**config.mk**
```make
export PLATFORM = sky130hd
export DESIGN_NAME = imem_arbiter
export DESIGN_NICKNAME = d
export VERILOG_FILES = /design/src/rtl/imem_arbiter.sv
export SDC_FILE = /design/constraint.sdc
export NUM_CORES = 1
export LEC_CHECK = 0
export BUFFER_PORTS_ARGS = -buffer_cell sky130_fd_sc_hd__buf_2
export CORE_AREA = 2 2 95 97
export CTS_BUF_LIST = sky130_fd_sc_hd__clkbuf_4 sky130_fd_sc_hd__clkbuf_8 sky130_fd_sc_hd__clkbuf_16
export CTS_CLUSTER_DIAMETER = 40
export DETAILED_ROUTE_END_ITERATION = 10
export DIE_AREA = 0 0 97 99
export PLACE_DENSITY = 0.78
export SKIP_LAST_GASP = 1
export SYNTH_ARGS = -nofsm -noshare
export SYNTH_HDL_FRONTEND = slang
export SYNTH_SLANG_ARGS = --single-unit
```
**constraint.sdc**
```tcl
create_clock -name clk -period 1.11 [get_ports clk]
set_input_delay 0.222 -clock clk [delete_from_list [all_inputs] [get_ports clk]]
set_output_delay 0.222 -clock clk [all_outputs]
set_load 0.05 [all_outputs]
```
**src/rtl/imem_arbiter.sv**
```systemverilog
`default_nettype none
// ============================================================================
// Module   : imem_arbiter
// Brief    : Fetch/loader arbiter for a single-port sync-read instruction RAM,
//            with loader-burst starvation guard. Optional: IMEM_ARB_STATS_EN.
// Revision : 1.0 - initial release
// ============================================================================

`ifndef ADDR_LEN
`define ADDR_LEN 32
`endif
`ifndef INSTR_LEN
`define INSTR_LEN 32
`endif

module imem_arbiter #(
  parameter int MEM_AW       = 8,
  parameter int MAX_LD_BURST = 4
) (
  input  logic                  clk,
  input  logic                  rst,
  input  logic                  fetch_req,
  input  logic [`ADDR_LEN-1:0]  fetch_addr,
  output logic                  fetch_gnt,
  output logic                  fetch_rvalid,
  output logic [`INSTR_LEN-1:0] fetch_inst,
  output logic                  cpu_stall,
  input  logic                  ld_req,
  input  logic                  ld_we,
  input  logic [`ADDR_LEN-1:0]  ld_addr,
  input  logic [`INSTR_LEN-1:0] ld_wdata,
  output logic                  ld_gnt,
  output logic                  ld_rvalid,
  output logic [`INSTR_LEN-1:0] ld_rdata,
  output logic                  mem_en,
  output logic                  mem_we,
  output logic [MEM_AW-1:0]     mem_addr,
  output logic [`INSTR_LEN-1:0] mem_wdata,
`ifdef IMEM_ARB_STATS_EN
  output logic [15:0]           stall_cnt,
  output logic [15:0]           ld_wr_cnt,
`endif
  input  logic [`INSTR_LEN-1:0] mem_rdata
);

  typedef enum logic [0:0] {
    LD_PRI      = 1'b0,
    FETCH_FORCE = 1'b1
  } arb_state_t;

  typedef enum logic [1:0] {
    OWN_NONE  = 2'd0,
    OWN_FETCH = 2'd1,
    OWN_LD    = 2'd2
  } owner_t;

  localparam logic [3:0] c_BURST_LAST = 4'(MAX_LD_BURST - 1);

  arb_state_t r_state, w_state_nxt;
  owner_t     r_owner, w_owner_nxt;
  logic [3:0] r_burst_cnt, w_burst_nxt;
  logic [`INSTR_LEN-1:0] r_fetch_hold, r_ld_hold;

  logic w_fetch_gnt, w_ld_gnt;
  logic [MEM_AW-1:0] w_fetch_word, w_ld_word;
  logic w_unused_addr;

  assign w_fetch_word  = fetch_addr[MEM_AW+1:2];
  assign w_ld_word     = ld_addr[MEM_AW+1:2];
  assign w_unused_addr = ^{fetch_addr, ld_addr};

  // Loader wins unless fetch is pending and the burst guard has tripped.
  assign w_ld_gnt    = ld_req & (~fetch_req | (r_state == LD_PRI));
  assign w_fetch_gnt = fetch_req & ~w_ld_gnt;

  always_comb begin
    w_state_nxt = r_state;
    w_burst_nxt = r_burst_cnt;
    if (!fetch_req) begin
      w_state_nxt = LD_PRI;
      w_burst_nxt = 4'd0;
    end else begin
      case (r_state)
        LD_PRI: begin
          if (w_ld_gnt) begin
            w_burst_nxt = r_burst_cnt + 4'd1;
            if (r_burst_cnt == c_BURST_LAST) w_state_nxt = FETCH_FORCE;
          end else begin
            w_burst_nxt = 4'd0;
          end
        end
        FETCH_FORCE: begin
          w_state_nxt = LD_PRI;
          w_burst_nxt = 4'd0;
        end
        default: begin
          w_state_nxt = LD_PRI;
          w_burst_nxt = 4'd0;
        end
      endcase
    end
  end

  always_comb begin
    w_owner_nxt = OWN_NONE;
    if (w_fetch_gnt)          w_owner_nxt = OWN_FETCH;
    else if (w_ld_gnt && !ld_we) w_owner_nxt = OWN_LD;
  end

  always_ff @(posedge clk) begin
    if (rst) begin
      r_state      <= LD_PRI;
      r_burst_cnt  <= 4'd0;
      r_owner      <= OWN_NONE;
      r_fetch_hold <= '0;
      r_ld_hold    <= '0;
    end else begin
      r_state     <= w_state_nxt;
      r_burst_cnt <= w_burst_nxt;
      r_owner     <= w_owner_nxt;
      if (r_owner == OWN_FETCH) r_fetch_hold <= mem_rdata;
      if (r_owner == OWN_LD)    r_ld_hold    <= mem_rdata;
    end
  end

  assign fetch_gnt = w_fetch_gnt;
  assign ld_gnt    = w_ld_gnt;
  assign cpu_stall = fetch_req & ~w_fetch_gnt;

  assign mem_en    = w_fetch_gnt | w_ld_gnt;
  assign mem_we    = w_ld_gnt & ld_we;
  assign mem_addr  = w_ld_gnt ? w_ld_word : (w_fetch_gnt ? w_fetch_word : '0);
  assign mem_wdata = w_ld_gnt ? ld_wdata : '0;

  // Read data is passed straight from the RAM in the return cycle; the hold
  // registers keep the last value afterwards. Reset masks any in-flight return.
  assign fetch_rvalid = (r_owner == OWN_FETCH) & ~rst;
  assign ld_rvalid    = (r_owner == OWN_LD) & ~rst;
  assign fetch_inst   = rst ? '0 : ((r_owner == OWN_FETCH) ? mem_rdata : r_fetch_hold);
  assign ld_rdata     = rst ? '0 : ((r_owner == OWN_LD) ? mem_rdata : r_ld_hold);

`ifdef IMEM_ARB_STATS_EN
  logic [15:0] r_stall_cnt, r_ld_wr_cnt;

  always_ff @(posedge clk) begin
    if (rst) begin
      r_stall_cnt <= 16'd0;
      r_ld_wr_cnt <= 16'd0;
    end else begin
      if (cpu_stall && r_stall_cnt != 16'hFFFF)        r_stall_cnt <= r_stall_cnt + 16'd1;
      if (w_ld_gnt && ld_we && r_ld_wr_cnt != 16'hFFFF) r_ld_wr_cnt <= r_ld_wr_cnt + 16'd1;
    end
  end

  assign stall_cnt = r_stall_cnt;
  assign ld_wr_cnt = r_ld_wr_cnt;
`endif

endmodule

`default_nettype wire

```
==> implementation parameters, run 1 <==
Parameter                              Value

Power and ir drop
  Worst vdd ir ... ~1.1 mV
  Total power consumption of the routed design ... ~7800 µW
  Power density normalized to cell area ... 1030 nW/µm²
  Leak pwr ... 0.00319 µW

Cells and area
  Final antenna diode count ... 0
  Synth-to-layout area growth ... 161%
  Count of placed standard cells in the final layout, fillers left out ... approximately 730
  Total number of nets in the final design ... 755
  Fraction of layout instances using a drive strength above 1 ... 80.7%

Worst setup path
  Top Family by Delay on Critical Path ... buffers and inverters
  Data required time of the worst path ... 0.89 ns
  Type of the setup path with the least slack ... reg2out
  Crit path buf inv count ... 3
  Slowest-stage cell, CP ... dfxtp_4
  Type of element capturing the critical path ... primary output
  Worst setup SP type ... flip-flop
  Critical Path AT ... around 1.7 ns
  Cells traversed along the worst timing path ... nor2b_4 > buf_12 > clkbuf_16 > nand2_1 > a21oi_4 > buf_8
  Highest net fanout along the worst path ... 7
  Biggest cell delay along the critical path ... 0.40 ns

STA
  Maximum clock frequency ... 0.523 GHz
  Final setup viols ... approximately 170
  Final critical-path setup slack ... -0.801 ns
  Final Hold Slack ... around 0.042 ns
  Final hold violation count ... 0
  RSZ-0062 raised after global routing ... true
  Setup TNS after final layout ... -82.19 ns
  Part of the cycle the worst path needs ... 172%
  Transition time at the pin with the least slew margin ... 0.231 ns
  Slew Limit Fails ... 0
  Final Critical Period ... 1.91 ns
  Largest clock skew in the final design ... 0.00757 ns
  Worst max-slew margin expressed relative to the limit ... 84.6%

Floorplan
  CORE AREA ... 8550 µm²
  Number of core rows ... 34
  Top-level port count ... about 240
  Horizontal die dimension ... ~97 µm
  Initial standard-cell utilization of the core ... approximately 34%
  Die Footprint ... 9600 µm²
  Y dimension of the die ... 99 µm

Yosys
  Post-synth design cell area ... 2920 µm²
  Synthesized net count ... around 510
  Top_reg_cell synth ... dfxtp_1
  Post-synthesis register bit count ... 71
  Number of distinct library cell variants in the gate-level netlist after synthesis ... 24
  Cell with the most instances after synthesis ... nand2_1
  Sequential element share of the synthesized area ... 48.8%
  Area share of the largest cell type after synthesis ... 48.8%
  Number of enable-type register cells in the synthesized netlist ... 0
  Most numerous cell types in the synthesized netlist ... 144 x nand2_1, 71 x dfxtp_1, 64 x a21oi_1
  Gate count of the mapped netlist ... 373
  Synthesized area per cell ... 7.82 µm²
  Most area-hungry cell type in the Yosys netlist ... dfxtp_1
  Share of flip-flops with an asynchronous set or reset after synthesis ... 0%
  Cell types with the largest area share after synthesis ... dfxtp_1 49%, nand2_1 19%, a21oi_1 11%
  Warnings from Yosys ... 0

Routing
  Total wirelength of the detailed-routed design ... 16900 µm
  DRC Markers ... 0
  DR iter-0 viols ... 152
  Detail-routed net length per standard cell ... ~23 µm
  Detailed-route vias per instance ... between 5 and 6
  Number of search-and-repair iterations in the first detailed-routing pass ... 4
  Final ANT Viol Nets ... 0
  Via total after detailed routing ... 3816

Clock network
  Clock root buffer ... clkbuf_8
  Number of buffers added by the clock tree synthesis step ... 9
  Buffer depth of the longest clock path ... 2
  Clock Latency Late Sink ... 0.35 ns
  Clock-pin slew on the worst setup and hold paths ... around 0.08 ns
  Number of hold buffers added after CTS ... 0
  TritonCTS clock tree ... yes
  # clock sinks ... 71
  Number of H-tree levels ... 3

Global route
  Number of global-route vias before repair ... 3853
  Antenna violations before repair ... 0
  First-pass GRT wire length ... 20700 µm
  Maximum number of pins on one net before global-route repair ... 25
  Grt total ovfl ... 0
  Global-route usage over all layers ... 27.6%

Status
  Failing checks ... setup timing
  Run status ... complete, but fails checks

Placed design
  I/O Buffers ... between 150 and 200
  DPL Wire Length ... between 8000 and 9000 µm
  Worst slack after detailed placement ... -0.429 ns
  Final Wtd Congestion ... 0.844
  Placed Cells ... 669

Run
  Max-cap violations ... 0

Hold path
  Min-delay worst type ... in2reg
-- routing by layer --
layer | vias up | part of all wire [%] | global-route usage [%]
met1 | 1880 | 36 | 31.5
li1 | 1693 | - | -
met4 | 0 | 3.2 | 8.78
met2 | 202 | 54 | 49.9
met3 | 41 | 6.7 | 8.01
met5 | - | 0 | 0
-- area by class of cell --
| type | instances | area (µm²) |
|---|---|---|
| clock buffers | 9 | 124 |
| inverters | 1 | 3.75 |
| repair buffers | 267 | 3050 |
| clock inverters | 7 | 120 |
| well taps | 108 | 135 |
| fillers | 324 | 941 |
| multi-input cells | 271 | 2750 |
| flip-flops and latches | 71 | 1430 |
-- layout by cell type (no fill, tap or decap), types with 4 or more instances in the layout --
master,n
o21ai_4,8
nand2_1,44
nand2_4,50
clkbuf_16,6
buf_4,18
clkbuf_8,9
buf_8,57
buf_2,82
nor2_1,4
and2_4,34
a21oi_4,64
buf_6,76
buf_12,18
nand2_2,50
dfxtp_1,68
buf_16,9
-- registers in the layout, indices dropped and copies added (netlist names) --
name and flops:
r_fetch_hold 32, r_ld_hold 32, r_burst_cnt 4, r_owner 2, r_state 1
-- power by group --
group	leakage, µW	switching [µW]	internal, µW	total [µW]
Sequential	0.000579	52.3	2620	2670
Clock	0.000120	1070	1500	2570
Combinational	0.00250	1460	1110	2580
-- what timing repair did --
| action | CTS | global route |
|---|---|---|
| gates resized for setup | 276 | 152 |
| endpoints found under the hold margin | 0 | 0 |
| endpoints found under the setup margin | 124 | 173 |
| cloned | 10 | 7 |
| buffers inserted | 15 | 20 |
| pin swaps | 26 | 58 |
-- logic make-up after synthesis --
| family | synth area share [%] |
|---|---|
| AND/OR/NAND/NOR | 30.2 |
| AO/OA/AOI/OAI | 13.0 |
| flip-flops | 48.8 |
| buffers and inverters | 7.00 |
| XOR/XNOR | 0.601 |
| adder cells (fa/ha/maj) | 0.429 |
-- through the flow --
step	instance area, µm²	util [%]
2_1_floorplan	4110	-
3_3_place_gp	5200	60.8
3_5_place_dp	5200	60.8
4_1_cts	6720	78.6
5_1_grt	7610	89.0
6_report	7610	89.0
-- path summary, 6_finish.rpt --
path | slack (ns) | to | start | depth (start not counted)
worst max-delay path | -0.80 | fetch_inst[14] | r_owner[0] | 6
worst min-delay path | 0.04 | r_owner[1] | ld_we | 2
worst max register to register | -0.28 | r_ld_hold[14] | r_owner[1] | 7
worst min register to register | 0.48 | r_state | r_burst_cnt[3] | 1
(Power assumes the default switching activity.)
==> run 2, diff against run 1 <==
--- a/config.mk
+++ b/config.mk
@@ -8,3 +8,5 @@
 export BUFFER_PORTS_ARGS = -buffer_cell sky130_fd_sc_hd__buf_2
-export CORE_AREA = 2 2 95 97
+export CORE_ASPECT_RATIO = 1.4
+export CORE_MARGIN = 5
+export CORE_UTILIZATION = 35
 export CTS_BUF_LIST = sky130_fd_sc_hd__clkbuf_4 sky130_fd_sc_hd__clkbuf_8 sky130_fd_sc_hd__clkbuf_16
@@ -12,4 +14,3 @@
 export DETAILED_ROUTE_END_ITERATION = 10
-export DIE_AREA = 0 0 97 99
-export PLACE_DENSITY = 0.78
+export PLACE_DENSITY = 0.8
 export SKIP_LAST_GASP = 1
==> constraint.sdc (replaced) <==
create_clock -name clk -period 1.11 [get_ports clk]
set_input_delay 0.1665 -clock clk [delete_from_list [all_inputs] [get_ports clk]]
set_output_delay 0.1665 -clock clk [all_outputs]
set_load 0.05 [all_outputs]
==> implementation parameters, run 2 (synthesized netlist as in run 1, its figures left out) <==
Parameter                              Value

STA
  Largest clock skew in the final design ... 0.0102 ns (+0.00259 ns)
  Final setup viols ... 177 (+1.7%)
  Worst max-slew margin expressed relative to the limit ... 80.7% (-3.9 points)
  Final hold violation count ... 0 (unchanged)
  Slew Limit Fails ... 0 (unchanged)
  Final Critical Period ... 1.91 ns (-0.00534 ns)
  Maximum clock frequency ... 0.525 GHz (+0.28%)
  Transition time at the pin with the least slew margin ... 0.290 ns (+0.0590 ns)
  RSZ-0062 raised after global routing ... true
  Part of the cycle the worst path needs ... 172% (-0.48 points)
  Final critical-path setup slack ... -0.796 ns (+0.00534 ns)

Hold path
  Min-delay worst type ... in2reg
  Worst hold start ... ld_we
  Destination of the worst hold path ... r_owner[1]
  Depth of the worst hold-timing path ... 2 (unchanged)

Run
  Max-cap violations ... 0 (unchanged)

Clock network
  Clock-pin slew on the worst setup and hold paths ... 0.06 ns (-0.02 ns)
  Clock Latency Late Sink ... 0.35 ns (about the same)
  TritonCTS clock tree ... yes
  Buffer depth of the longest clock path ... 2 (unchanged)
  Clock root buffer ... clkbuf_16
  Number of buffers added by the clock tree synthesis step ... 9 (unchanged)
  # clock sinks ... 71 (unchanged)
  Number of H-tree levels ... 3 (unchanged)

Cells and area
  Largest registers ... r_fetch_hold: 32 flops, r_ld_hold: 32 flops, r_burst_cnt: 4 flops
  Fraction of layout instances using a drive strength above 1 ... 82.1% (+1.4 points)
  Highest-count cells in the layout ignoring fill and taps ... 83 x buf_2, 80 x buf_6, 78 x nand2_4
  Leading cell type in the layout, fill and taps excluded ... buf_2
  Count of placed standard cells in the final layout, fillers left out ... 732 (-0.27%)
  Total number of nets in the final design ... 760 (+0.66%)
  Final antenna diode count ... 0 (unchanged)
  Filler Cell Count ... 128 (-60%)
  Synth-to-layout area growth ... 171%

Worst setup path
  Data required time of the worst path ... 0.94 ns (+0.05 ns)
  Type of element capturing the critical path ... primary output
  Highest net fanout along the worst path ... 8 (+1)
  Critical Path AT ... 1.74 ns (+0.05 ns)
  Register-to-register setup slack ... -0.29 ns (about the same)
  Startpoint of the worst register-to-register path ... r_owner[1]
  CP Launch Point ... r_owner[0]
  Type of the setup path with the least slack ... reg2out
  R2R depth ... 7 (unchanged)
  Reg2reg end ... r_ld_hold[28]
  Worst setup SP type ... flip-flop

Routing
  Via total after detailed routing ... 4270 (+12%)
  DR iter-0 viols ... 466 (+210%)
  Number of search-and-repair iterations in the first detailed-routing pass ... 4 (unchanged)
  Detail-routed net length per standard cell ... 31.3 µm (+36%)
  Final ANT Viol Nets ... 0 (unchanged)
  Detailed-route vias per instance ... 5.83 (+12%)
  DRC Markers ... 0 (unchanged)
  Total wirelength of the detailed-routed design ... 22900 µm (+36%)

Global route
  First-pass GRT wire length ... 27200 µm (+32%)
  GR Util met2 ... 64.2% (+14 points)
  Global-route track usage on met1 ... 35.5% (+4.0 points)
  Global-route usage over all layers ... 35.6% (+7.9 points)
  Global routing usage on met3 ... 10.9% (+2.8 points)
  Number of global-route vias before repair ... 4481 (+16%)
  Busiest layer in global routing ... met2
  Antenna violations before repair ... 0 (unchanged)
  Maximum number of pins on one net before global-route repair ... 23 (-8.0%)
  Grt total ovfl ... 0 (unchanged)

Placed design
  DPL Wire Length ... 9030 µm (+12%)
  Placed Cells ... 666 (-0.45%)
  Final Wtd Congestion ... 0.875 (+3.7%)
  Worst slack after detailed placement ... -0.413 ns (+0.0161 ns)
  I/O Buffers ... 195 (unchanged)

Power and ir drop
  Internal Pwr Total ... 5790 µW (+11%)
  Worst vdd ir ... 1.28 mV (+12%)
  Switching Fraction ... 33.2% (+0.17 points)
  Fraction of power consumed by combinational cells ... 31.7% (-1.2 points)
  Leak pwr ... 0.00351 µW (+10%)
  Clk network pwr share ... 37.4% (+4.5 points)
  Switch Pwr ... 2890 µW (+12%)
  Power density normalized to cell area ... 1100 nW/µm² (+6.8%)
  Sequential power share ... 30.9% (-3.3 points)

Floorplan
  Y dimension of the die ... 118 µm (+19%)
  CORE AREA ... 8150 µm² (-4.7%)
  Horizontal die dimension ... 87.1 µm (-10%)
  Top-level port count ... 244 (unchanged)
  Die Footprint ... 10300 µm² (+7.1%)
  Number of core rows ... 39 (+15%)
  Initial standard-cell utilization of the core ... 35.8% (+1.7 points)

Status
  Failing checks ... setup timing
  Run status ... complete, but fails checks
[run 2: cell types whose count changed in the layout (fill, tap and decap cells not counted), sizes merged]
| cell | change |
|---|---|
| buf | +9 |
| clkbuf | -1 |
| bufbuf | -1 |
| inv | -1 |
| clkinvlp | -1 |
| bufinv | -1 |
[run 2: area by class of cell]
cell class | count | area (µm²) | area share [%]
timing repair buffer | 272 | 3110 | 39.3
multi-input combinational | 271 | 2920 | 37.0
sequential | 71 | 1430 | 18.1
clock buffer | 11 | 246 | 3.12
tap | 102 | 128 | 1.61
clock inverter | 4 | 70.1 | 0.886
inverter | 1 | 3.75 | 0.0475
[run 2: routing by layer]
layer / wire length, µm / part of all wire [%]
met5: 0 / 0
met4: 1870 / 8.2
met3: 2140 / 9.4
met2: 11700 / 51
met1: 7200 / 31
[run 2: stage by stage]
step	TNS [ns]	area [µm²]	power, µW	util [%]	hold WS (ns)
detailed placement	-34.13	5730	4650	70.3	0.355
finish	-85.99	7910	8680	97.0	0.0239
global route	-89.21	7910	8800	97.0	0.0275
floorplan	-39.52	4530	4090	-	0.235
global placement	-30.96	5730	4620	70.3	0.365
CTS	-69.61	7720	8320	94.8	0.00174
[run 2: power groups by stage]
stage                     Clock [µW]  Combinational [µW]  Sequential, µW
after global placement             0                1920            2700
after floorplan                    0                1390            2700
after detailed placement           0                1940            2710
after global routing            3320                2800            2680
after CTS                       3110                2550            2660
final                           3250                2750            2680
[run 2: worst max-delay path by stage]
stage | endpoint | cells after the start | slack [ns]
2_1_floorplan | fetch_inst[0] | 5 | -0.31
3_3_place_gp | ld_rdata[0] | 5 | -0.38
3_5_place_dp | ld_rdata[0] | 5 | -0.41
4_1_cts | fetch_inst[27] | 7 | -0.70
5_1_grt | fetch_inst[6] | 6 | -0.81
6_report | fetch_inst[20] | 6 | -0.80
[run 2: worst max-delay path, cell delays in order, from the launching register on]
cell and delay, ns:
dfxtp_4 0.38, nor2b_4 0.18, buf_6 0.17, buf_12 0.18, nand2_4 0.07, a21oi_4 0.20, buf_6 0.19
[run 2: repair_timing]
item,in CTS,in global routing
gates cloned,14,3
hold endpoints to repair,0,0
pin swaps,43,32
endpoints found under the setup margin,164,176
hold buffers,0,0
gates resized for setup,319,77
setup buffers,31,19
==> run 3, diff against run 2 <==
--- a/config.mk
+++ b/config.mk
@@ -19 +19,2 @@
 export SYNTH_SLANG_ARGS = --single-unit
+export TNS_END_PERCENT = 30
==> constraint.sdc (replaced) <==
create_clock -name clk -period 1.11 [get_ports clk]
set_input_delay 0.0555 -clock clk [delete_from_list [all_inputs] [get_ports clk]]
set_output_delay 0.0555 -clock clk [all_outputs]
set_load 0.05 [all_outputs]
==> implementation parameters, run 3 (synthesized netlist as in run 1, its figures left out) <==
Parameter                              Value

Clock network
  Number of hold buffers added after CTS ... 1 (+1)
  Clock-pin slew on the worst setup and hold paths ... 0.06 ns (about the same)
  Number of buffers added by the clock tree synthesis step ... 9 (unchanged)
  Clock root buffer ... clkbuf_16
  Number of H-tree levels ... 3 (unchanged)
  Buffer depth of the longest clock path ... 2 (unchanged)
  TritonCTS clock tree ... yes
  Clock Latency Late Sink ... 0.33 ns (-0.02 ns)
  # clock sinks ... 71 (unchanged)

Worst setup path
  Reg2reg end ... r_ld_hold[23]
  Worst setup SP type ... flip-flop
  Startpoint of the worst register-to-register path ... r_owner[1]
  Register-to-register setup slack ... -0.16 ns (+0.13 ns)
  Critical Path AT ... 1.60 ns (-0.14 ns)
  Type of element capturing the critical path ... primary output
  Termination of the worst setup path ... ld_rdata[23]
  Data required time of the worst path ... 1.05 ns (+0.11 ns)
  Highest net fanout along the worst path ... 6 (-2)
  CP Launch Point ... r_owner[1]
  Type of the setup path with the least slack ... reg2out
  R2R depth ... 6 (-1)

Global route
  Global routing usage on met3 ... 4.55% (-6.3 points)
  GR Util met2 ... 37.3% (-27 points)
  Grt total ovfl ... 0 (unchanged)
  Antenna violations before repair ... 0 (unchanged)
  Global-route track usage on met1 ... 24.4% (-11 points)
  Busiest layer in global routing ... met2
  Number of global-route vias before repair ... 3536 (-21%)
  Global-route usage over all layers ... 21.3% (-14 points)
  First-pass GRT wire length ... 17100 µm (-37%)
  Maximum number of pins on one net before global-route repair ... 43 (+87%)

Placed design
  Final Wtd Congestion ... 0.810 (-7.4%)
  Placed Cells ... 660 (-0.90%)
  Area of placed instances ... 4970 µm² (-13%)
  I/O Buffers ... 195 (unchanged)
  Worst slack after detailed placement ... -0.247 ns (+0.166 ns)
  DPL Wire Length ... 8210 µm (-9.1%)

Cells and area
  Synth-to-layout area growth ... 120%
  Footprint of the multi-input gates ... 2280 µm² (-22%)
  Final antenna diode count ... 0 (unchanged)
  Sequential cell area ... 1430 µm² (+0.17%)
  Design area ... 6410 µm² (-19%)
  Highest-count cells in the layout ignoring fill and taps ... 118 x buf_2, 94 x nand2_1, 68 x dfxtp_1
  Largest registers ... r_fetch_hold: 32 flops, r_ld_hold: 32 flops, r_burst_cnt: 4 flops
  Total number of nets in the final design ... 731 (-3.8%)
  Leading cell type in the layout, fill and taps excluded ... buf_2
  Fraction of layout instances using a drive strength above 1 ... 64.1% (-18 points)
  Filler Cell Count ... 459 (+260%)
  Count of placed standard cells in the final layout, fillers left out ... 704 (-3.8%)

Routing
  Detail-routed net length per standard cell ... 18.4 µm (-41%)
  Total wirelength of the detailed-routed design ... 13000 µm (-43%)
  DR iter-0 viols ... 163 (-65%)
  Via total after detailed routing ... 3517 (-18%)
  Final ANT Viol Nets ... 0 (unchanged)
  Number of search-and-repair iterations in the first detailed-routing pass ... 4 (unchanged)
  Detailed-route vias per instance ... 5.00 (-14%)
  DRC Markers ... 0 (unchanged)

STA
  Final setup viols ... 162 (-8.5%)
  Maximum clock frequency ... 0.602 GHz (+15%)
  Worst max-slew margin expressed relative to the limit ... 75.7% (-5.0 points)
  Setup TNS after final layout ... -56.76 ns (+29.23 ns)
  Final Critical Period ... 1.66 ns (-0.246 ns)
  Largest clock skew in the final design ... 0.00411 ns (-0.00605 ns)
  RSZ-0062 raised after global routing ... true
  Final hold violation count ... 1 (+1)
  Transition time at the pin with the least slew margin ... 0.365 ns (+0.0748 ns)
  Final Hold Slack ... -0.00138 ns (-0.0252 ns)
  Part of the cycle the worst path needs ... 150% (-22 points)
  Final critical-path setup slack ... -0.550 ns (+0.246 ns)
  Slew Limit Fails ... 0 (unchanged)

Floorplan
  Initial standard-cell utilization of the core ... 35.8% (unchanged)
  Number of core rows ... 39 (unchanged)
  Horizontal die dimension ... 87.1 µm (unchanged)
  Die Footprint ... 10300 µm² (unchanged)
  CORE AREA ... 8150 µm² (unchanged)
  Y dimension of the die ... 118 µm (unchanged)
  Top-level port count ... 244 (unchanged)

Power and ir drop
  Leak pwr ... 0.00279 µW (-21%)
  Total power consumption of the routed design ... 7870 µW (-9.3%)
  Power density normalized to cell area ... 1230 nW/µm² (+12%)
  Worst vdd ir ... 0.914 mV (-29%)

Hold path
  Min-delay worst type ... in2reg

Status
  Run status ... complete, but fails checks
  Failing checks ... hold timing, setup timing

Run
  Max-cap violations ... 0 (unchanged)
run 3: report_power, final:
part           total, µW  leakage [µW]  internal (µW)  switching, µW
registers           2650      0.000579           2620           28.2
logic               2020       0.00204            749           1270
clock network       3200      0.000167           2140           1070
total               7870       0.00279           5510           2360
run 3: how the worst min path moves through the flow:
| stage | start | slack [ns] | cells past startpoint | to |
|---|---|---|---|---|
| 3_3_place_gp | ld_we | 0.27 | 2 | r_owner[1] |
| 5_1_grt | mem_rdata[8] | -0.006 | 3 | r_ld_hold[8] |
| 2_1_floorplan | ld_we | 0.12 | 1 | r_owner[1] |
| 3_5_place_dp | ld_we | 0.28 | 2 | r_owner[1] |
| 4_1_cts | mem_rdata[3] | -0.02 | 3 | r_ld_hold[3] |
| 6_report | mem_rdata[8] | -0.001 | 3 | r_ld_hold[8] |
run 3: metal layers:
| layer | wire length (µm) | share of wire [%] |
|---|---|---|
| met5 | 0 | 0 |
| met1 | 4630 | 36 |
| met3 | 1050 | 8.1 |
| met4 | 392 | 3.0 |
| met2 | 6890 | 53 |
run 3: metrics by stage:
stage,hold WS [ns],util [%]
floorplan,0.124,-
global placement,0.275,60.9
detailed placement,0.276,60.9
CTS,-0.0191,68.1
global route,-0.00628,78.6
finish,-0.00138,78.6
run 3: layout make-up:
class | instances | share of cell area [%]
Sequential cell | 71 | 22.4
Inverter | 1 | 0.0586
Timing Repair Buffer | 243 | 34.8
Clock inverter | 3 | 1.02
Tap cell | 102 | 1.99
Clock buffer | 13 | 4.18
Multi-Input combinational cell | 271 | 35.6
run 3: what timing repair did:
item | in CTS | in global routing
buffers inserted | 0 | 17
pin swaps | 0 | 57
endpoints found under the setup margin | 111 | 168
hold endpoints to repair | 10 | 1
gates resized for setup | 86 | 129
gates cloned | 0 | 10
run 3: critical path, cell delays in order, from the launching register on:
cell	delay [ns]
dfxtp_4	0.37
nor2b_4	0.17
buf_12	0.15
clkbuf_16	0.18
nand2_4	0.06
a21oi_4	0.17
buf_6	0.18
